`src/rtl/instruction_decoder_if.sv`:
```
// Program-memory / decode bus between the program sequencer and the decode stage.
// There is no handshake on this bus: every signal is sampled or produced each
// cycle. pm_data is taken into IR on every rising clock edge unconditionally,
// and the decode outputs are combinational from IR, valid for the whole cycle.
interface instruction_decoder_if;
  logic [7:0] pm_data;
  logic       dont_jmp;
  logic [1:0] dbg_sel;
  logic       sync_reset;
  logic       jmp;
  logic       jmp_nz;
  logic [3:0] jmp_addr;
  logic       load_instr;
  logic       NOPC8;
  logic [7:0] reg_en;
  logic [3:0] src_sel;
  logic       alu_en;
  logic [4:0] alu_func;
  logic [7:0] from_ID;

  // Sequencer side: supplies the instruction word, zero flag and debug select.
  modport master (
    output pm_data, dont_jmp, dbg_sel,
    input  sync_reset, jmp, jmp_nz, jmp_addr, load_instr, NOPC8,
           reg_en, src_sel, alu_en, alu_func, from_ID
  );

  // Decode-stage side.
  modport slave (
    input  pm_data, dont_jmp, dbg_sel,
    output sync_reset, jmp, jmp_nz, jmp_addr, load_instr, NOPC8,
           reg_en, src_sel, alu_en, alu_func, from_ID
  );
endinterface

```
`src/rtl/instruction_decoder.sv`:
```
// Decode stage of the 8-bit microprocessor: instruction register, combinational
// decode into jump / register-write / ALU controls, registered sync_reset and
// debug counters readable through from_ID.
module instruction_decoder (
  input  logic                   clk,
  input  logic                   reset,
  instruction_decoder_if.slave   bus
);

  // NOPC8 encoding: decodes to no write and no jump.
  localparam logic [7:0] IR_RESET = 8'hC8;

  logic [7:0] ir;
  logic       sync_reset_q;
  logic [7:0] instr_count;
  logic [7:0] taken_count;
  logic [7:0] nop_count;

  logic       jmp;
  logic       jmp_nz;
  logic [3:0] jmp_addr;
  logic       load_instr;
  logic       nopc8;
  logic [7:0] reg_en;
  logic [3:0] src_sel;
  logic       alu_en;
  logic [4:0] alu_func;
  logic       taken;

  // Instruction register loads every edge, even under sync_reset, so mem[0]
  // is already in IR on the first cycle after sync_reset drops.
  always_ff @(posedge clk or posedge reset) begin
    if (reset) ir <= IR_RESET;
    else       ir <= bus.pm_data;
  end

  // Registered reset: set asynchronously, cleared on the first edge after release.
  always_ff @(posedge clk or posedge reset) begin
    if (reset) sync_reset_q <= 1'b1;
    else       sync_reset_q <= 1'b0;
  end

  // Decode of IR; everything is held at zero while sync_reset is high.
  always_comb begin
    jmp        = 1'b0;
    jmp_nz     = 1'b0;
    jmp_addr   = 4'h0;
    load_instr = 1'b0;
    nopc8      = 1'b0;
    reg_en     = 8'h00;
    src_sel    = 4'h0;
    alu_en     = 1'b0;
    alu_func   = 5'h00;
    if (!sync_reset_q) begin
      jmp_addr = ir[3:0];
      casez (ir)
        8'b0???_????: begin
          load_instr = 1'b1;
          reg_en     = 8'd1 << ir[6:4];
          src_sel    = 4'd8;
        end
        8'b10??_????: begin
          src_sel = {1'b0, ir[2:0]};
          // A move onto itself is suppressed entirely.
          if (ir[5:3] != ir[2:0]) reg_en = 8'd1 << ir[5:3];
        end
        8'b110?_????: begin
          if (ir == IR_RESET) begin
            nopc8 = 1'b1;
          end else begin
            alu_en   = 1'b1;
            alu_func = ir[4:0];
          end
        end
        8'b1110_????: jmp    = 1'b1;
        default:      jmp_nz = 1'b1;
      endcase
    end
  end

  // jmp_nz is reported raw; the zero flag only qualifies the taken count.
  assign taken = jmp | (jmp_nz & ~bus.dont_jmp);

  // Debug counters: cleared by reset, held at zero during sync_reset, wrap at 8 bits.
  always_ff @(posedge clk or posedge reset) begin
    if (reset) begin
      instr_count <= 8'h00;
      taken_count <= 8'h00;
      nop_count   <= 8'h00;
    end else if (sync_reset_q) begin
      instr_count <= 8'h00;
      taken_count <= 8'h00;
      nop_count   <= 8'h00;
    end else begin
      instr_count <= instr_count + 8'd1;
      if (taken) taken_count <= taken_count + 8'd1;
      if (nopc8) nop_count   <= nop_count + 8'd1;
    end
  end

  // Debug read-back select.
  always_comb begin
    case (bus.dbg_sel)
      2'd0:    bus.from_ID = ir;
      2'd1:    bus.from_ID = instr_count;
      2'd2:    bus.from_ID = taken_count;
      default: bus.from_ID = nop_count;
    endcase
  end

  assign bus.sync_reset = sync_reset_q;
  assign bus.jmp        = jmp;
  assign bus.jmp_nz     = jmp_nz;
  assign bus.jmp_addr   = jmp_addr;
  assign bus.load_instr = load_instr;
  assign bus.NOPC8      = nopc8;
  assign bus.reg_en     = reg_en;
  assign bus.src_sel    = src_sel;
  assign bus.alu_en     = alu_en;
  assign bus.alu_func   = alu_func;

endmodule
```
`src/flat_wrapper.sv`:
```
// flat-port wrapper written by rule: the top's interface ports become plain ports
module instruction_decoder_flat 
  (clk, reset, bus_pm_data, bus_dont_jmp, bus_dbg_sel, bus_sync_reset, bus_jmp, bus_jmp_nz, bus_jmp_addr, bus_load_instr, bus_NOPC8, bus_reg_en, bus_src_sel, bus_alu_en, bus_alu_func, bus_from_ID);
  instruction_decoder_if bus_i ();
  input  logic clk;
  input  logic reset;
  input wire logic [$bits(bus_i.pm_data)-1:0] bus_pm_data;
  input wire logic [$bits(bus_i.dont_jmp)-1:0] bus_dont_jmp;
  input wire logic [$bits(bus_i.dbg_sel)-1:0] bus_dbg_sel;
  output wire logic [$bits(bus_i.sync_reset)-1:0] bus_sync_reset;
  output wire logic [$bits(bus_i.jmp)-1:0] bus_jmp;
  output wire logic [$bits(bus_i.jmp_nz)-1:0] bus_jmp_nz;
  output wire logic [$bits(bus_i.jmp_addr)-1:0] bus_jmp_addr;
  output wire logic [$bits(bus_i.load_instr)-1:0] bus_load_instr;
  output wire logic [$bits(bus_i.NOPC8)-1:0] bus_NOPC8;
  output wire logic [$bits(bus_i.reg_en)-1:0] bus_reg_en;
  output wire logic [$bits(bus_i.src_sel)-1:0] bus_src_sel;
  output wire logic [$bits(bus_i.alu_en)-1:0] bus_alu_en;
  output wire logic [$bits(bus_i.alu_func)-1:0] bus_alu_func;
  output wire logic [$bits(bus_i.from_ID)-1:0] bus_from_ID;
  assign bus_i.pm_data = bus_pm_data;
  assign bus_i.dont_jmp = bus_dont_jmp;
  assign bus_i.dbg_sel = bus_dbg_sel;
  assign bus_sync_reset = bus_i.sync_reset;
  assign bus_jmp = bus_i.jmp;
  assign bus_jmp_nz = bus_i.jmp_nz;
  assign bus_jmp_addr = bus_i.jmp_addr;
  assign bus_load_instr = bus_i.load_instr;
  assign bus_NOPC8 = bus_i.NOPC8;
  assign bus_reg_en = bus_i.reg_en;
  assign bus_src_sel = bus_i.src_sel;
  assign bus_alu_en = bus_i.alu_en;
  assign bus_alu_func = bus_i.alu_func;
  assign bus_from_ID = bus_i.from_ID;
  instruction_decoder u_core (.clk(clk), .reset(reset), .bus(bus_i));
endmodule
```
`config.mk`:
```
export PLATFORM = sky130hd
export DESIGN_NAME = instruction_decoder_flat
export DESIGN_NICKNAME = d
export VERILOG_FILES = /design/src/rtl/instruction_decoder_if.sv /design/src/rtl/instruction_decoder.sv /design/src/flat_wrapper.sv
export SDC_FILE = /design/constraint.sdc
export NUM_CORES = 1
export LEC_CHECK = 0
export ABC_AREA = 1
export CAP_MARGIN = 5
export CORE_MARGIN = 2
export CORE_UTILIZATION = 40
export DETAILED_ROUTE_END_ITERATION = 7
export MAX_ROUTING_LAYER = met4
export PLACE_DENSITY = 0.65
export SLEW_MARGIN = 20
export SYNTH_ARGS = -nofsm -noshare
export SYNTH_HDL_FRONTEND = slang
export SYNTH_SLANG_ARGS = --single-unit
```
`constraint.sdc`:
```
create_clock -name clk -period 1.75 [get_ports clk]
set_input_delay 0.175 -clock clk [delete_from_list [all_inputs] [get_ports clk]]
set_output_delay 0.175 -clock clk [all_outputs]
set_load 0.02 [all_outputs]
```
* Word-level counts from Yosys, hierarchy flattened
Index checks and enable logic that the tools add are counted.
Word-level totals: register bits 33, bits of input ports 13, output and inout port bits 35
Cells by class: add/subtract/negate cells 3, eq/ne operators 7, shifts and indexed selects 2, multiplexer cells 27, bitwise operators 4, reductions and logical operators 4
Operators by type and width (number):
- $mux W8 | 7
- $add A8 B1 Y8 const B | 3
- $pmux W8 S3 | 1
- $pmux W8 S2 | 1
- $shl A1 B3 Y8 const A | 2
- $mux W5 | 3
- $mux W1 | 12
- $eq A8 B8 Y1 const B | 1
- $mux W4 | 2
- $pmux W4 S2 | 1
- $eq A2 B2 Y1 const B | 2
- $eq A4 B4 Y1 const B | 1
- $reduce_bool A2 Y1 | 2
- $reduce_or A4 Y1 | 1
- $eq A3 B3 Y1 const B | 1
- $ne A3 B3 Y1 | 1
- $eq A2 B1 Y1 const B | 1
- $logic_not A2 Y1 | 1
- $not A1 Y1 | 2
- $and A1 B1 Y1 | 1
- $or A1 B1 Y1 | 1

* Logic depth before layout (Yosys ltp)
Gate-level depths: netlist of run 1.
word-level depth 8, mapped depth 8, mapped depth without buffers 8

* Worst setup path after synthesis of run 1
Ideal clock, no wire load.
path kind flip-flop to output port, start register u_core.ir[7], end output port bus_alu_func[3], arrival time 1.367 ns, slack 0.208 ns, stages on the path, launching flop included 3, path through dfstp_2 -> nand3_1 -> nor4_1
On the way: longest elaborated chain between the ends 4
Ends and longest elaborated chain:
- start, declared | RTL line instruction_decoder.sv:13 | logic [7:0] ir;
- start signal, assigned | RTL line instruction_decoder.sv:34 | else ir <= bus.pm_data;
- $eq A8 B8 Y1 | RTL line instruction_decoder.sv:68 | if (ir == IR_RESET) begin
- $mux W5 | RTL line instruction_decoder.sv:68
- $mux W5 (*) | RTL line instruction_decoder.sv:56 | casez (ir)
- $mux W5 (*) | RTL line instruction_decoder.sv:54 | if (!sync_reset_q) begin
- end, declared | RTL line flat_wrapper.sv:19 | output wire logic [$bits(bus_i.alu_func)-1:0] bus_alu_func;
Every way passes the cells marked *; elsewhere a longest branch is shown, timed or not.

* Worst setup path after layout of run 1
start register u_core.ir[3], end output port bus_reg_en[5]
On the way: longest elaborated chain between the ends 4
Ends and longest elaborated chain:
- $ne A3 B3 Y1 or $shl A1 B3 Y8 (tied branches) | RTL line instruction_decoder.sv:65 | if (ir[5:3] != ir[2:0]) reg_en = 8'd1 << ir[5:3];
- $mux W8 (*) | RTL line instruction_decoder.sv:65
- $pmux W8 S2 (*) | RTL line instruction_decoder.sv:56
- $mux W8 (*) | RTL line instruction_decoder.sv:54
- end, declared | RTL line flat_wrapper.sv:16 | output wire logic [$bits(bus_i.reg_en)-1:0] bus_reg_en;
Marks and branches as above.

==> results of run 1 <==
## cell families after synthesis
logic type / share of synthesized area (%)
compound gates: 9.24
buf+inv: 9.58
xor+xnor: 1.52
other cells: 0.169
simple gates: 40.4
flops: 37.4
fa+ha+maj: 1.69
## where the power goes
group          switching (mW)  total, mW  internal (mW)
logic                   0.193      0.339          0.145
registers              0.0271      0.811          0.784
clock network           0.327      0.753          0.426
total                   0.547       1.90           1.36
## cells in the mapped netlist
cell                        instances  area [um2]
sky130_fd_sc_hd__nand2_1          101         379
sky130_fd_sc_hd__nor2_1            44         165
sky130_fd_sc_hd__inv_1             37         139
sky130_fd_sc_hd__dfrtp_1           29         726
sky130_fd_sc_hd__nand3_1           20         100
sky130_fd_sc_hd__a21oi_1           16        80.1
sky130_fd_sc_hd__o21ai_0           14        70.1
sky130_fd_sc_hd__nor3_1             8        40.0
sky130_fd_sc_hd__nand4_1            7        43.8
sky130_fd_sc_hd__nand2_2            5        31.3
sky130_fd_sc_hd__o21ai_1            5        25.0
sky130_fd_sc_hd__buf_2              4        20.0
sky130_fd_sc_hd__dfstp_2            4         105
sky130_fd_sc_hd__ha_1               3        37.5
sky130_fd_sc_hd__inv_2              3        11.3
sky130_fd_sc_hd__nand3_4            3        52.6
sky130_fd_sc_hd__nor2_2             3        18.8
sky130_fd_sc_hd__buf_6              2        22.5
sky130_fd_sc_hd__nor2_4             2        22.5
sky130_fd_sc_hd__o2111ai_1          2        17.5
sky130_fd_sc_hd__o22ai_1            2        12.5
sky130_fd_sc_hd__xor2_1             2        17.5
sky130_fd_sc_hd__buf_4              1        7.51
sky130_fd_sc_hd__clkinv_1           1        3.75
sky130_fd_sc_hd__clkinv_4           1        8.76
sky130_fd_sc_hd__conb_1             1        3.75
sky130_fd_sc_hd__nand2_4            1        11.3
sky130_fd_sc_hd__nor2_8             1        20.0
sky130_fd_sc_hd__nor4_1             1        6.26
sky130_fd_sc_hd__or2_2              1        6.26
sky130_fd_sc_hd__xnor2_2            1        16.3
## state kept, by name, summed over array words and instances (netlist names)
name,flops
u_core.instr_count,8
u_core.ir,8
u_core.bus.sync_reset,1
u_core.taken_count,8
u_core.nop_count,8
## critical path: stages (launching register included)
cell and delay, ps:
sky130_fd_sc_hd__dfstp_2 570, sky130_fd_sc_hd__buf_4 130, sky130_fd_sc_hd__nand2_1 50, sky130_fd_sc_hd__nand2_2 90, sky130_fd_sc_hd__nand3_4 140, sky130_fd_sc_hd__nand2_1 100
sky130_fd_sc_hd__a21oi_1 60, sky130_fd_sc_hd__buf_4 150
## metrics by stage
| step | cells | cell area [um2] | hold slack, ps | total power [mW] | util, % |
|---|---|---|---|---|---|
| after floorplan | 325 | 2220 | 179 | 0.992 | - |
| after global placement | 470 | 3000 | 490 | 1.16 | 55.2 |
| after detailed placement | 470 | 3000 | 497 | 1.16 | 55.2 |
| after CTS | 479 | 3060 | 281 | 1.90 | 56.2 |
| after global routing | 481 | 3140 | 298 | 1.97 | 57.8 |
| final | 481 | 3140 | 270 | 1.90 | 57.8 |
## final cells by class
type	instances	area [um2]	area share, %
sequential	33	833	26.5
multi-input combinational	243	1250	39.8
clock inverter	3	46.3	1.47
tap	72	90.1	2.87
inverter	42	163	5.18
timing repair buffer	83	689	21.9
clock buffer	5	68.8	2.19
## repair_timing
action / in CTS / in global routing
setup endpoints to repair: 35 / 27
pin swaps: 1 / 5
hold buffers: 0 / 0
setup buffers: 1 / 3
resized for setup: 113 / 37
## final timing paths
| kind | end | slack [ps] |
|---|---|---|
| hold reg to reg | u_core.instr_count[0]$_DFF_PP0_ | 510 |
| setup reg to reg | u_core.nop_count[5]$_DFFE_PP0P_ | 200 |
| setup / recovery | bus_reg_en[5] | -10 |
| max in group asynchronous | u_core.ir[7]$_DFF_PP1_ | 1130 |
| min in group clk | u_core.ir[3]$_DFF_PP1_ | 280 |
| hold / removal | u_core.ir[4]$_DFF_PP0_ | 270 |
## routing by layer
layer	part of all wire (%)	track usage [%]	up-vias
met5	0	-	-
met2	49	34.9	57
met1	45	27.6	1097
met4	2.4	8.07	0
li1	-	-	1197
met3	3.9	2.99	16
==> impl_metrics.ini, run 1 <==
[detailed_routing]
vias_per_cell = 4.92
route.vias.total = 2367
antenna_left = 0
drt_pass1_iterations = 4
drtIter0Drc = 110
remaining_drc_errors = 0
wirelength_um = 6280
post_dr_wirelength_cell_um = 13.1

[global_route]
grt_max_degree = 34
grt.total_usage_pct = 21.6
globalRoute.totalOverflow = 0
grt_first_pass_wirelength_um = 10200
grt_antenna_before_repair = 0
first_global_vias = 2141

[critical_path]
worst_r2r_path_depth = 9
timing.critical_path.required_ps = 1570
worstPathArrival_ps = 1580
critical_path_class = reg -> out
crit_path_start_kind = flop
critical_path.endpoint_type = primary output
crit_path_max_fanout = 8
cp-startpoint = u_core.ir[3]$_DFF_PP1_
critical_path.reg2reg.startpoint = u_core.ir[7]$_DFF_PP1_

[floorplanning]
floorplan.die_area_um2 = 6160
design.core.area_um2 = 5440
top_level_ports = 48
die_y_um = 78.5
die_x_um = 78.5
start_util_pct = 40.8
placement_rows = 27

[cts]
maximum_clock_path_buffer_count = 2
cts_inserted_buffers = 5
cts_tree = built
cts_root_buffer = sky130_fd_sc_hd__clkbuf_8
htree_levels = 2
tritoncts_sink_count = 33
insertion_delay_ps = 300
path_clk_slew_ps = 80

[synthesis]
synth_cell_type_count = 31
synth.yosys.seq_area_share_pct = 37.4
synth_net_count = 341
synth.avg_cell_area_um2 = 6.83
synthesized_area_um2 = 2220
yosys_warnings = 0
synth_seq_cells = 33
synth_cells = 325

[timing]
setup_total_negative_slack_ps = -21.4
period_minus_slack_ps = 1760
finalHoldViolCount = 0
max_freq_mhz = 568
finClkSkew_ps = 5.02
slew_violations = 0
period_share_pct = 101
setup_violations = 4
unrepaired_setup_endpoints_after_global_routing = true
finalWorstSetupSlack_ps = -9.56

[finish]
antenna-diode-count = 0
syn_to_final_growth_pct = 41.5
n_fill_cell = 519
top_library_cells_by_usage_in_the_layout_fill_and_taps_aside = sky130_fd_sc_hd__nand2_1 (91), sky130_fd_sc_hd__nor2_1 (42), sky130_fd_sc_hd__buf_4 (40)
nNetsFinal = 424
fraction_of_layout_instances_using_a_drive_strength_above_1_pct = 28.4
final_common_cell = sky130_fd_sc_hd__nand2_1

[place]
dp_worst_setup_slack_ps = -314
dp_hpwl_um = 4660
final_wtd_congestion = 0.904
io_buffers = 47

[outcome]
status = finished with violations
violations = negative setup slack

[job]
cap_violations = 0

[power_and_ir_drop]
power-per-cell-area_nw_per_um2 = 606
total_leakage_power_nw = 1.62
vdd.ir_drop.worst_uv = 609

[worst_hold_path]
type_of_the_tightest_min_delay_check = in -> async
No activity file was read; power rests on OpenSTA's default activity.
==> inputs of run 2 (changes only) <==
--- a/config.mk
+++ b/config.mk
@@ -12,7 +12,6 @@
 export DETAILED_ROUTE_END_ITERATION = 7
 export MAX_ROUTING_LAYER = met4
 export PLACE_DENSITY = 0.65
-export SLEW_MARGIN = 20
 export SYNTH_ARGS = -nofsm -noshare
 export SYNTH_HDL_FRONTEND = slang
 export SYNTH_SLANG_ARGS = --single-unit
==> results of run 2 <==
Final layout, timing and power as in run 1 (identical DEF).
==> inputs of run 3 (changes only) <==
--- a/config.mk
+++ b/config.mk
@@ -11,7 +11,7 @@
 export CORE_UTILIZATION = 40
 export DETAILED_ROUTE_END_ITERATION = 7
 export MAX_ROUTING_LAYER = met4
-export PLACE_DENSITY = 0.65
+export PLACE_DENSITY = 0.68
 export SYNTH_ARGS = -nofsm -noshare
 export SYNTH_HDL_FRONTEND = slang
 export SYNTH_SLANG_ARGS = --single-unit
==> constraint.sdc (replaced) <==
create_clock -name clk -period 1.5 [get_ports clk]
set_input_delay 0.15 -clock clk [delete_from_list [all_inputs] [get_ports clk]]
set_output_delay 0.15 -clock clk [all_outputs]
set_load 0.02 [all_outputs]
==> run 3 against run 2 <==
Effect of this change: the flow still finishes with violations (negative setup slack); total power grew 19%; clock-buffer cell count grew 2; die area is the same; sequential power grew 16%; worst setup slack lost 190 ps; core utilization grew 5.4 points; clock power grew 13%; sequential share of layout area shrank 2.3 points; global-route usage grew 1.2 points; design area grew 9.3%; critical endpoint is now bus_reg_en[7]; largest cell class unchanged.
==> impl_metrics.ini, run 3 (synthesis gave the netlist of run 1 again) <==
[finish]
multiInputGateArea_um2 = 1320
final_common_cell = sky130_fd_sc_hd__nand2_1
antenna-diode-count = 0
n_fill_cell = 490
layout.core_utilization_pct = 63.1
sequential_cell_area_um2 = 832
fraction_of_layout_instances_using_a_drive_strength_above_1_pct = 38.2
top_library_cells_by_usage_in_the_layout_fill_and_taps_aside = sky130_fd_sc_hd__nand2_1 (90), sky130_fd_sc_hd__buf_4 (69), sky130_fd_sc_hd__nor2_1 (38)
syn_to_final_growth_pct = 54.6
nNetsFinal = 452

[detailed_routing]
remaining_drc_errors = 0
post_dr_wirelength_cell_um = 13.2
route.vias.total = 2497
antenna_left = 0
drtIter0Drc = 160
wirelength_um = 6720
vias_per_cell = 4.91
drt_pass1_iterations = 5

[place]
final_wtd_congestion = 0.900
dp_hpwl_um = 4850
io_buffers = 47

[timing]
slew_violations = 0
finalHoldViolCount = 0
finalWorstSetupSlack_ps = -204
max_freq_mhz = 587
period_minus_slack_ps = 1700
period_share_pct = 114
setup_total_negative_slack_ps = -3330
unrepaired_setup_endpoints_after_global_routing = true
setup_violations = 29
finClkSkew_ps = 8.34

[cts]
postCtsHoldBufs = 0
cts_root_buffer = sky130_fd_sc_hd__clkbuf_8
cts_tree = built
path_clk_slew_ps = 60
htree_levels = 2
cts_inserted_buffers = 5
maximum_clock_path_buffer_count = 2
tritoncts_sink_count = 33
insertion_delay_ps = 280

[critical_path]
reg2reg_setup_slack_ps = -100
crit_path_start_kind = flop
timing.critical_path.required_ps = 1350
worstPathArrival_ps = 1550
crit_path_max_fanout = 8
critical_path.endpoint_type = primary output
critical_path_class = reg -> out

[floorplanning]
die_x_um = 78.5
die_y_um = 78.5
design.core.area_um2 = 5440
top_level_ports = 48
start_util_pct = 40.8
floorplan.die_area_um2 = 6160
placement_rows = 27

[job]
cap_violations = 0

[outcome]
violations = negative setup slack
status = finished with violations

[global_route]
globalRoute.totalOverflow = 0
first_global_vias = 2241
grt_antenna_before_repair = 0
grt_first_pass_wirelength_um = 10700
grt.total_usage_pct = 22.7
grt_max_degree = 34

[power_and_ir_drop]
vdd.ir_drop.worst_uv = 437
total_leakage_power_nw = 1.76
power-per-cell-area_nw_per_um2 = 657

[worst_hold_path]
type_of_the_tightest_min_delay_check = in -> async
## run 3: path summary, 6_finish.rpt
kind	startpoint	endpoint	depth (start not counted)
worst max-delay path	u_core.ir[3]$_DFF_PP1_	bus_reg_en[7]	7
min in group clk	bus_pm_data[7]	u_core.ir[7]$_DFF_PP1_	1
worst min-delay path	reset	u_core.ir[2]$_DFF_PP0_	3
worst min register to register	u_core.instr_count[2]$_DFF_PP0_	u_core.instr_count[2]$_DFF_PP0_	1
max in group asynchronous	reset	u_core.bus.sync_reset$_DFF_PP1_	3
worst max register to register	u_core.ir[7]$_DFF_PP1_	u_core.taken_count[7]$_DFFE_PP0P_	9
## run 3: power by group
group	switching [mW]	leakage (nW)	internal (mW)
sequential	0.0289	0.432	0.915
combinational	0.254	1.27	0.209
clock	0.307	0.0585	0.541
## run 3: per-layer routing
layer | track usage, % | vias up | wire [um]
met1 | 29.4 | 1168 | 2920
met3 | 3.10 | 8 | 296
met2 | 37.5 | 69 | 3440
li1 | - | 1252 | -
met5 | - | - | 0
met4 | 6.14 | 0 | 68
## run 3: area by class of cell
cell class	count	share of cell area, %
clock inverters	1	0.874
well taps	72	2.62
multi-input cells	243	38.5
repair buffers	111	26.6
inverters	42	4.74
clock buffers	7	2.51
flip-flops and latches	33	24.2
## run 3: per-stage QoR
step	instances	power, mW	setup slack [ps]	hold WS [ps]	cell area [um2]
after floorplan	325	1.16	10.5	154	2230
after global placement	490	1.37	-460	491	3150
after detailed placement	490	1.37	-487	507	3150
after CTS	501	2.24	-184	208	3280
after global routing	509	2.35	-271	239	3430
final	509	2.26	-204	208	3430
## run 3: critical path, stage by stage, from the launching register on
cell                      delay [ps]
sky130_fd_sc_hd__dfstp_2         550
sky130_fd_sc_hd__inv_2            60
sky130_fd_sc_hd__nand2_2          60
sky130_fd_sc_hd__nand2_2          60
sky130_fd_sc_hd__nand3_4         140
sky130_fd_sc_hd__nand2_1          90
sky130_fd_sc_hd__a21oi_2         160
sky130_fd_sc_hd__buf_4           160
## run 3: repair_timing
action	4_1_cts	5_1_grt
endpoints found under the hold margin	0	0
pin swaps	8	6
resized for setup	187	38
endpoints found under the setup margin	39	48
setup buffers	4	7
gates cloned	0	1
